File: config.mk
export PLATFORM = sky130hd
export DESIGN_NAME = mix_pipe_flat
export DESIGN_NICKNAME = d
export VERILOG_FILES = /design/src/rtl/mix_pkg.sv /design/src/rtl/mix_pipe_if.sv /design/src/rtl/mix_pipe_stage.sv /design/src/rtl/mix_pipe.sv /design/src/flat_wrapper.sv
export SDC_FILE = /design/constraint.sdc
export NUM_CORES = 1
export LEC_CHECK = 0
export BUFFER_PORTS_ARGS = -buffer_cell sky130_fd_sc_hd__buf_4
export CAP_MARGIN = 0
export CORE_MARGIN = 1
export CORE_UTILIZATION = 52
export DETAILED_ROUTE_END_ITERATION = 6
export HOLD_SLACK_MARGIN = 0.02
export PLACE_DENSITY = 0.75
export SYNTH_ARGS = -nofsm -noshare
export SYNTH_HDL_FRONTEND = slang
export SYNTH_HIERARCHICAL = 1
export SYNTH_SLANG_ARGS = --single-unit
File: constraint.sdc
create_clock -name clk -period 1.78 [get_ports clk]
set_input_delay 0.089 -clock clk [delete_from_list [all_inputs] [get_ports clk]]
set_output_delay 0.089 -clock clk [all_outputs]
set_load 0.01 [all_outputs]
File: src/rtl/mix_pkg.sv
// mix_pkg: shared payload type and sizing helpers for mix_pipe.
package mix_pkg;
  localparam int MIX_WIDTH = 8;
  typedef struct packed {
    logic [MIX_WIDTH-1:0] data;
    logic [MIX_WIDTH-1:0] sum;
    logic ovf;
    logic c;
  } mix_payload_t;
  function automatic int pay_w(input int w);
    return 2 * w + 2;
  endfunction
  function automatic int occ_w(input int d);
    return $clog2(d + 1);
  endfunction
endpackage

File: src/rtl/mix_pipe_if.sv
// mix_pipe_if: input/output handshake bundle for mix_pipe.
interface mix_pipe_if #(
  parameter int WIDTH = 8,
  parameter int DEPTH = 2
);
  import mix_pkg::*;
  logic in_valid;
  logic in_ready;
  logic [WIDTH-1:0] data_in;
  logic [WIDTH-1:0] add_a;
  logic [WIDTH-1:0] add_b;
  logic sat_mode;
  logic sel;
  logic b;
  logic out_valid;
  logic out_ready;
  logic [WIDTH-1:0] data_out;
  logic [WIDTH-1:0] sum_out;
  logic ovf_out;
  logic c_out;
  logic [occ_w(DEPTH)-1:0] occupancy;
  modport master (
    output in_valid, data_in, add_a, add_b, sat_mode, sel, b, out_ready,
    input in_ready, out_valid, data_out, sum_out, ovf_out, c_out, occupancy
  );
  modport slave (
    input in_valid, data_in, add_a, add_b, sat_mode, sel, b, out_ready,
    output in_ready, out_valid, data_out, sum_out, ovf_out, c_out, occupancy
  );
endinterface

File: src/rtl/mix_pipe_stage.sv
// mix_pipe_stage: one valid+payload register slot with ready pass-back.
module mix_pipe_stage #(
  parameter int PW = 18
) (
  input  logic          clk,
  input  logic          rst,
  input  logic          up_valid,
  input  logic [PW-1:0] up_pay,
  input  logic          dn_ready,
  output logic          ready,
  output logic          valid,
  output logic [PW-1:0] pay
);
  assign ready = !valid || dn_ready;
  // Payload only moves with a real beat, so bubbles never disturb held data.
  always_ff @(posedge clk or negedge rst) begin
    if (!rst) begin
      valid <= 1'b0;
      pay   <= '0;
    end else if (ready) begin
      valid <= up_valid;
      if (up_valid) pay <= up_pay;
    end
  end
endmodule

File: src/rtl/mix_pipe.sv
// mix_pipe: add/saturate/gate front end feeding a DEPTH-stage valid/ready pipeline.
module mix_pipe
  import mix_pkg::*;
#(
  parameter int WIDTH = MIX_WIDTH,
  parameter int DEPTH = 2
) (
  input logic       clk,
  input logic       rst,
  mix_pipe_if.slave bus
);
  localparam int PW = pay_w(WIDTH);
  localparam int OW = occ_w(DEPTH);
  logic [WIDTH:0]   full_sum;
  logic [WIDTH-1:0] sum;
  logic [PW-1:0]    in_pay;
  logic [DEPTH-1:0] vall;
  logic [OW-1:0]    occ;
  assign full_sum = {1'b0, bus.add_a} + {1'b0, bus.add_b};
  assign sum      = (bus.sat_mode && full_sum[WIDTH]) ? '1 : full_sum[WIDTH-1:0];
  assign in_pay   = {bus.data_in, sum, full_sum[WIDTH], bus.sel & bus.b};
  for (genvar i = 0; i < DEPTH; i++) begin : g
    logic          up_v;
    logic          dn_r;
    logic          v;
    logic          r;
    logic [PW-1:0] up_p;
    logic [PW-1:0] p;
    if (i == 0) begin : h
      assign up_v = bus.in_valid;
      assign up_p = in_pay;
    end else begin : h
      assign up_v = g[i-1].v;
      assign up_p = g[i-1].p;
    end
    if (i == DEPTH - 1) begin : t
      assign dn_r = bus.out_ready;
    end else begin : t
      assign dn_r = g[i+1].r;
    end
    mix_pipe_stage #(.PW(PW)) u_stage (
      .clk      (clk),
      .rst      (rst),
      .up_valid (up_v),
      .up_pay   (up_p),
      .dn_ready (dn_r),
      .ready    (r),
      .valid    (v),
      .pay      (p)
    );
    assign vall[i] = v;
  end
  always_comb begin
    occ = '0;
    for (int k = 0; k < DEPTH; k++) occ = occ + OW'(vall[k]);
  end
  assign bus.in_ready  = g[0].r;
  assign bus.out_valid = g[DEPTH-1].v;
  assign {bus.data_out, bus.sum_out, bus.ovf_out, bus.c_out} = g[DEPTH-1].p;
  assign bus.occupancy = occ;
endmodule
File: src/flat_wrapper.sv
// flat-port wrapper written by rule: the top's interface ports become plain ports
module mix_pipe_flat import mix_pkg::*;
#(
  parameter int WIDTH = MIX_WIDTH,
  parameter int DEPTH = 2
)
  (clk, rst, bus_in_valid, bus_data_in, bus_add_a, bus_add_b, bus_sat_mode, bus_sel, bus_b, bus_out_ready, bus_in_ready, bus_out_valid, bus_data_out, bus_sum_out, bus_ovf_out, bus_c_out, bus_occupancy);
  mix_pipe_if #(.WIDTH(WIDTH), .DEPTH(DEPTH)) bus_i ();
  input logic clk;
  input logic rst;
  input wire logic [$bits(bus_i.in_valid)-1:0] bus_in_valid;
  input wire logic [$bits(bus_i.data_in)-1:0] bus_data_in;
  input wire logic [$bits(bus_i.add_a)-1:0] bus_add_a;
  input wire logic [$bits(bus_i.add_b)-1:0] bus_add_b;
  input wire logic [$bits(bus_i.sat_mode)-1:0] bus_sat_mode;
  input wire logic [$bits(bus_i.sel)-1:0] bus_sel;
  input wire logic [$bits(bus_i.b)-1:0] bus_b;
  input wire logic [$bits(bus_i.out_ready)-1:0] bus_out_ready;
  output wire logic [$bits(bus_i.in_ready)-1:0] bus_in_ready;
  output wire logic [$bits(bus_i.out_valid)-1:0] bus_out_valid;
  output wire logic [$bits(bus_i.data_out)-1:0] bus_data_out;
  output wire logic [$bits(bus_i.sum_out)-1:0] bus_sum_out;
  output wire logic [$bits(bus_i.ovf_out)-1:0] bus_ovf_out;
  output wire logic [$bits(bus_i.c_out)-1:0] bus_c_out;
  output wire logic [$bits(bus_i.occupancy)-1:0] bus_occupancy;
  assign bus_i.in_valid = bus_in_valid;
  assign bus_i.data_in = bus_data_in;
  assign bus_i.add_a = bus_add_a;
  assign bus_i.add_b = bus_add_b;
  assign bus_i.sat_mode = bus_sat_mode;
  assign bus_i.sel = bus_sel;
  assign bus_i.b = bus_b;
  assign bus_i.out_ready = bus_out_ready;
  assign bus_in_ready = bus_i.in_ready;
  assign bus_out_valid = bus_i.out_valid;
  assign bus_data_out = bus_i.data_out;
  assign bus_sum_out = bus_i.sum_out;
  assign bus_ovf_out = bus_i.ovf_out;
  assign bus_c_out = bus_i.c_out;
  assign bus_occupancy = bus_i.occupancy;
  mix_pipe #(.WIDTH(WIDTH), .DEPTH(DEPTH)) u_core (.clk(clk), .rst(rst), .bus(bus_i));
endmodule
==> results of run 1 <==
cells in the mapped netlist:
library cell,number
mux2_2,16
o22ai_1,1
nor2b_1,2
o21ai_0,3
o21a_4,1
and2_1,1
mux2_4,20
nand2_4,2
a31oi_1,1
mux2i_1,2
a2111oi_0,1
o21bai_1,2
o211ai_1,1
and3_1,1
xor2_1,2
ha_1,9
xnor2_1,1
dfrtp_1,38
nand2_1,3
a21o_1,3
nand2b_1,2
fa_1,1
a21oi_1,3
nor2_1,1
nor3_1,3
a221oi_2,1
nand3_1,1
o2111ai_2,1
inv_1,4
buf_6,2
nand2b_4,2
a21boi_0,2
a221oi_1,1
routing by layer:
layer,wire length (µm),vias up,track usage [%]
met5,0,-,0
met1,1490,615,23.3
met3,129,6,4.01
li1,-,617,-
met2,1790,37,35.3
met4,70,0,9.59
layout make-up:
class | instances | share of cell area, %
multi-input cells | 90 | 37.8
clock buffers | 6 | 3.24
inverters | 4 | 0.590
repair buffers | 61 | 18.3
flip-flops and latches | 38 | 37.3
clock inverters | 2 | 0.491
well taps | 46 | 2.26
registers in the layout, indices dropped and copies added (netlist names):
name	cells
u_core/g.u_stage/pay	36
u_core/g.u_stage/valid	2
final timing paths:
path                       slack [ns]                         from  cells past startpoint                          end
max reg2reg                      0.36    u_core/g[1].u_stage/valid                      4   u_core/g[0].u_stage/pay[2]
max in group asynchronous        1.17                          rst                      2   u_core/g[1].u_stage/pay[6]
min                              0.04               bus_data_in[1]                      2  u_core/g[0].u_stage/pay[11]
min reg2reg                      0.50  u_core/g[0].u_stage/pay[17]                      1  u_core/g[1].u_stage/pay[17]
max                              0.11                 bus_add_a[0]                      8   u_core/g[0].u_stage/pay[7]
min in group asynchronous        0.30                          rst                      2  u_core/g[1].u_stage/pay[17]
power groups by stage:
stage / sequential, mW / combinational (mW) / clock, mW
after floorplan: 1.26 / 0.460 / 0
after global placement: 1.21 / 0.857 / 0
after detailed placement: 1.22 / 0.883 / 0
after CTS: 1.21 / 0.892 / 0.621
after global routing: 1.23 / 0.948 / 0.666
final: 1.21 / 0.882 / 0.592
cell families (layout without fill, tap and decap cells):
group	count (synthesis)	in the layout	share of synthesized area (%)
AO/OA/AOI/OAI	21	21	8.53
XOR/XNOR	3	3	1.36
flip-flops	38	38	49.1
AND/OR/NAND/NOR	18	18	6.33
multiplexers	38	38	25.9
adder cells (fa/ha/maj)	10	10	6.85
buffers and inverters	6	73	1.94
worst max-delay path: stages:
cell,delay (ns)
buf_4,0.12
ha_4,0.16
fa_2,0.35
a21o_1,0.19
a221oi_2,0.33
o21a_4,0.22
o2111ai_2,0.11
mux2_4,0.28
what timing repair did:
action / in CTS / in global routing
endpoints found under the hold margin: 40 / 0
hold buffers: 3 / 0
setup buffers: 0 / 0
gates resized for setup: 0 / 0
stage by stage:
step           hold slack [ns]  setup TNS [ns]
2_1_floorplan           -0.207               0
3_3_place_gp            0.0664           -1.17
3_5_place_dp            0.0726           -1.35
4_1_cts                 0.0273               0
5_1_grt                 0.0220               0
6_report                0.0366               0
==> flow_metrics.env, run 1 <==
export IMPL_hpwlAfterDp_um=2650
export IMPL_hold_viol_final=0
export IMPL_final_cell_mix="58 x buf_4, 38 x dfrtp_1, 20 x mux2_4, 16 x mux2_2, 8 x ha_1"
export IMPL_placed_area_um2=2420
export IMPL_maxCapViolCount=0
export IMPL_switching_share_pct=27.5
export IMPL_max_freq_ghz=0.600
export IMPL_setup_ws_ns=0.113
export IMPL_grt_pass1_wl_um=6110
export IMPL_final_max_slew_viol_count=0
export IMPL_die_w_um=63.0
export IMPL_antenna_found_initial=0
export IMPL_dr_pass1_iters=4
export IMPL_dp_cells=236
export IMPL_initial_utilization_pct=56.2
export IMPL_grt_use_total_pct=20.2
export IMPL_first_global_vias=1350
export IMPL_port_buffers=52
export IMPL_p_switching_mw=0.736
export IMPL_ys_top_cells_by_area="dfrtp_1 49%, mux2_4 16%, mux2_2 9.3%, ha_1 5.8%, nand2b_4 1.4%"
export IMPL_ff_latch_area_um2=951
export IMPL_status="finished clean"
export IMPL_htreeDepth=2
export IMPL_cts_sinks=38
export IMPL_insertion_delay_ns=0.28
export IMPL_seq_area_frac_synth_pct=49.1
export IMPL_drcViolationCount=0
export IMPL_critPathLaunchType="input pin"
export IMPL_worstSetupPathType="in2reg"
export IMPL_fin_cells=247
export IMPL_synth_fp_nets=175
export IMPL_grt_max_degree=39
export IMPL_power_frac_comb_pct=32.9
export IMPL_layout_drive_gt1_share_pct=55.2
export IMPL_die_h_um=63.0
export IMPL_finalSetupViolCount=0
export IMPL_routed_via_density=5.16
export IMPL_synth_warnings=6
export IMPL_cts_root_buf="clkbuf_8"
export IMPL_fin_util_pct=74.0
export IMPL_seq_power_share_pct=45.0
export IMPL_wl_per_cell_um=14.1
export IMPL_final_fill_count=234
export IMPL_dieArea_um2=3970
export IMPL_layout_commonest_cell="buf_4"
export IMPL_design_area_um2=2550
export IMPL_path_clk_slew_ns=0.07
export IMPL_pwr_density_cell_nw_per_um2=1050
export IMPL_crit_fanout=9
export IMPL_critPathArrivalTime_ns=1.84
export IMPL_io_pins=53
export IMPL_dpl_worst_slack_ns=-0.181
export IMPL_rsz0062_at_grt="no"
export IMPL_synth_top_area_share_pct=49.1
export IMPL_numCtsBuffers=5
export IMPL_timing_final_crit_share_pct=93.7
export IMPL_multiInputGateArea_um2=962
export IMPL_overflow=0
export IMPL_n_antenna_cell=0
export IMPL_fin_total_pwr_mw=2.68
export IMPL_worst_pin_slew_ns=0.449
export IMPL_postSynthAreaPerCell_um2=14.4
export IMPL_routed_via_count=1275
export IMPL_total_leakage_power_nw=1.24
export IMPL_ir_drop_v=0.000494
export IMPL_clockBufferDepth=2
export IMPL_final_nets=241
export IMPL_fin_skew_ns=0.00304
export IMPL_internal_power_mw=1.94
export IMPL_cts_tree="yes"
export IMPL_row_count=21
export IMPL_hold_path_class="in2reg"
export IMPL_area_delta_synth_final_pct=31.5
export IMPL_synth_seq_cells=38
export IMPL_endpoint_kind="register"
export IMPL_core_area_um2=3440
export IMPL_drtIter0Drc=24
export IMPL_synth_area_um2=1940
export IMPL_worstPathRequired_ns=1.95
export IMPL_place_congestion=0.879
export IMPL_period_needed_ns=1.67
export IMPL_power_share_clock_pct=22.1
export IMPL_slew_headroom_pct=70.1
export IMPL_yosysTopAreaCell="dfrtp_1"
export IMPL_ys_types=33
export IMPL_postRouteWirelength_um=3480
export IMPL_ant_nets=0
export IMPL_synth_cells=134
(Power assumes the default switching activity.)
==> run 2, diff against run 1 <==
--- a/config.mk
+++ b/config.mk
@@ -8,10 +8,10 @@
 export BUFFER_PORTS_ARGS = -buffer_cell sky130_fd_sc_hd__buf_4
 export CAP_MARGIN = 0
 export CORE_MARGIN = 1
-export CORE_UTILIZATION = 52
+export CORE_UTILIZATION = 47
 export DETAILED_ROUTE_END_ITERATION = 6
 export HOLD_SLACK_MARGIN = 0.02
-export PLACE_DENSITY = 0.75
+export PLACE_DENSITY = 0.72
 export SYNTH_ARGS = -nofsm -noshare
 export SYNTH_HDL_FRONTEND = slang
 export SYNTH_HIERARCHICAL = 1
==> constraint.sdc (replaced) <==
create_clock -name clk -period 1.4 [get_ports clk]
set_input_delay 0.07 -clock clk [delete_from_list [all_inputs] [get_ports clk]]
set_output_delay 0.07 -clock clk [all_outputs]
set_load 0.01 [all_outputs]
==> run 2 against run 1 <==
Compared with the run above: the run now ends with setup timing left; clock power up 89%; non-clock buffer count up 18; first-iteration DRC count up 46%; critical path depth up 1; final cell count up 8.5%; sequential power up 27%; sequential share of layout area down 3.5 points; utilization about the same; cell area up 10%; highest routed layer unchanged.
==> flow_metrics.env, run 2 (synthesis gave the netlist of run 1 again) <==
export IMPL_pwr_density_cell_nw_per_um2=1380
export IMPL_p_switching_mw=0.973
export IMPL_ir_drop_v=0.00103
export IMPL_overflow=0
export IMPL_dieArea_um2=4380
export IMPL_largest_registers="u_core/g.u_stage/pay x36, u_core/g.u_stage/valid x2"
export IMPL_hpwlAfterDp_um=2750
export IMPL_postRouteWirelength_um=3790
export IMPL_r2r_end="u_core/g[0].u_stage/pay[11]"
export IMPL_path_clk_slew_ns=0.07
export IMPL_layout_drive_gt1_share_pct=56.4
export IMPL_first_global_vias=1421
export IMPL_crit_fanout=3
export IMPL_insertion_delay_ns=0.29
export IMPL_worst_pin_slew_ns=0.449
export IMPL_status="finished with violations"
export IMPL_grt_use_total_pct=19.7
export IMPL_die_w_um=66.2
export IMPL_htreeDepth=2
export IMPL_initial_utilization_pct=51.0
export IMPL_layout_commonest_cell="buf_4"
export IMPL_critPathLaunchType="input pin"
export IMPL_dr_pass1_iters=4
export IMPL_grt_max_degree=39
export IMPL_maxCapViolCount=0
export IMPL_cts_sinks=38
export IMPL_hold_path_class="in2reg"
export IMPL_worstPathRequired_ns=1.57
export IMPL_final_fill_count=288
export IMPL_rsz0062_at_grt="yes"
export IMPL_setup_ws_ns=-0.290
export IMPL_dp_cells=246
export IMPL_internal_power_mw=2.91
export IMPL_wl_per_cell_um=14.1
export IMPL_reg2reg_depth=5
export IMPL_violations="setup timing"
export IMPL_period_needed_ns=1.69
export IMPL_reg2reg_slack_ns=0.07
export IMPL_drtIter0Drc=35
export IMPL_numCtsBuffers=5
export IMPL_top_register="u_core/g.u_stage/pay"
export IMPL_finalSetupViolCount=9
export IMPL_hold_viol_final=0
export IMPL_routed_via_density=5.07
export IMPL_final_cell_mix="65 x buf_4, 37 x dfrtp_1, 22 x mux2_4, 14 x mux2_2, 10 x dlygate4sd3_1"
export IMPL_endpoint_kind="register"
export IMPL_die_h_um=66.2
export IMPL_slew_headroom_pct=70.1
export IMPL_core_area_um2=3800
export IMPL_crit_path_end="u_core/g[0].u_stage/pay[8]"
export IMPL_place_congestion=0.820
export IMPL_total_leakage_power_nw=1.38
export IMPL_antenna_found_initial=0
export IMPL_fin_cells=268
export IMPL_n_antenna_cell=0
export IMPL_cp_startpoint="bus_add_b[0]"
export IMPL_cts_root_buf="clkbuf_8"
export IMPL_drcViolationCount=0
export IMPL_switching_share_pct=25.1
export IMPL_grt_pass1_wl_um=6420
export IMPL_holdWs_ns=0.0835
export IMPL_cts_tree="yes"
export IMPL_clockBufferDepth=2
export IMPL_fin_skew_ns=0.00779
export IMPL_max_freq_ghz=0.592
export IMPL_largest_reg_flops=36
export IMPL_port_buffers=52
export IMPL_worstSetupPathType="in2reg"
export IMPL_power_frac_comb_pct=31.3
export IMPL_row_count=22
export IMPL_routed_via_count=1359
export IMPL_ant_nets=0
export IMPL_final_max_slew_viol_count=0
export IMPL_power_share_clock_pct=29.0
export IMPL_critPathArrivalTime_ns=1.86
export IMPL_seq_power_share_pct=39.7
export IMPL_area_delta_synth_final_pct=45.2
export IMPL_io_pins=53
export IMPL_reg2reg_from="u_core/g[1].u_stage/valid"
export IMPL_timing_final_crit_share_pct=121
export IMPL_final_nets=260
-- run 2: cell types whose count changed in the layout (fill, tap and decap cells not counted), moves of 2 or more --
cell,previous run,this run
buf_12,0,2
buf_4,58,65
mux2_4,20,22
dlygate4sd3_1,3,10
bufinv_16,0,2
buf_6,0,2
mux2_2,16,14
-- run 2: worst min path at each step --
stage,from,to,slack [ns],cells past startpoint
after CTS,bus_out_ready,u_core/g[1].u_stage/valid,0.08,3
after floorplan,rst,u_core/g[0].u_stage/pay[0],-0.23,0
final,bus_out_ready,u_core/g[1].u_stage/valid,0.08,3
after global routing,bus_out_ready,u_core/g[1].u_stage/valid,0.08,3
after global placement,rst,u_core/g[0].u_stage/valid,0.05,1
after detailed placement,rst,u_core/g[0].u_stage/pay[14],0.06,1
-- run 2: what timing repair did --
| item | CTS | global route |
|---|---|---|
| hold buffers | 10 | 0 |
| endpoints found under the hold margin | 47 | 0 |
| pin swaps | 10 | 8 |
| setup endpoints to repair | 9 | 9 |
| setup buffers | 1 | 2 |
| resized for setup | 4 | 3 |
| gates cloned | 1 | 0 |
-- run 2: power groups by stage --
stage	clock [mW]	combinational, mW	sequential (mW)
CTS	1.15	1.21	1.54
global route	1.19	1.32	1.58
global placement	0	1.13	1.54
floorplan	0	0.585	1.60
finish	1.12	1.22	1.54
detailed placement	0	1.16	1.56
-- run 2: layout make-up --
type	instances	area [µm²]	share of cell area, %
multi-input combinational	91	990	35.2
sequential	38	952	33.9
timing repair buffer	79	651	23.2
clock buffer	6	82.6	2.94
clock inverter	2	60.1	2.14
tap	48	60.1	2.14
inverter	4	15.0	0.534
-- run 2: critical path: stages --
cell and delay (ns):
buf_6 0.10, ha_4 0.15, fa_2 0.36, a21o_1 0.21
a221oi_4 0.34, buf_4 0.17, xor2_1 0.12, o21ai_1 0.08
mux2_4 0.27
-- run 2: per-layer routing --
layer,GRT usage [%],vias up,wire length [µm]
met5,0,-,0
met1,23.8,639,1620
met2,34.7,48,1900
met4,6.38,0,69
met3,4.31,9,199
li1,-,663,-
-- run 2: stage by stage --
stage | setup slack, ns | power (mW) | setup TNS [ns] | utilization [%] | cell area (µm²)
after global placement | -0.527 | 2.67 | -4.47 | 66.1 | 2510
final | -0.290 | 3.88 | -2.04 | 74.0 | 2810
after floorplan | -0.335 | 2.18 | -2.72 | - | 1950
after CTS | -0.229 | 3.89 | -1.57 | 73.4 | 2790
after detailed placement | -0.580 | 2.72 | -4.92 | 66.1 | 2510
after global routing | -0.325 | 4.09 | -2.50 | 74.0 | 2810
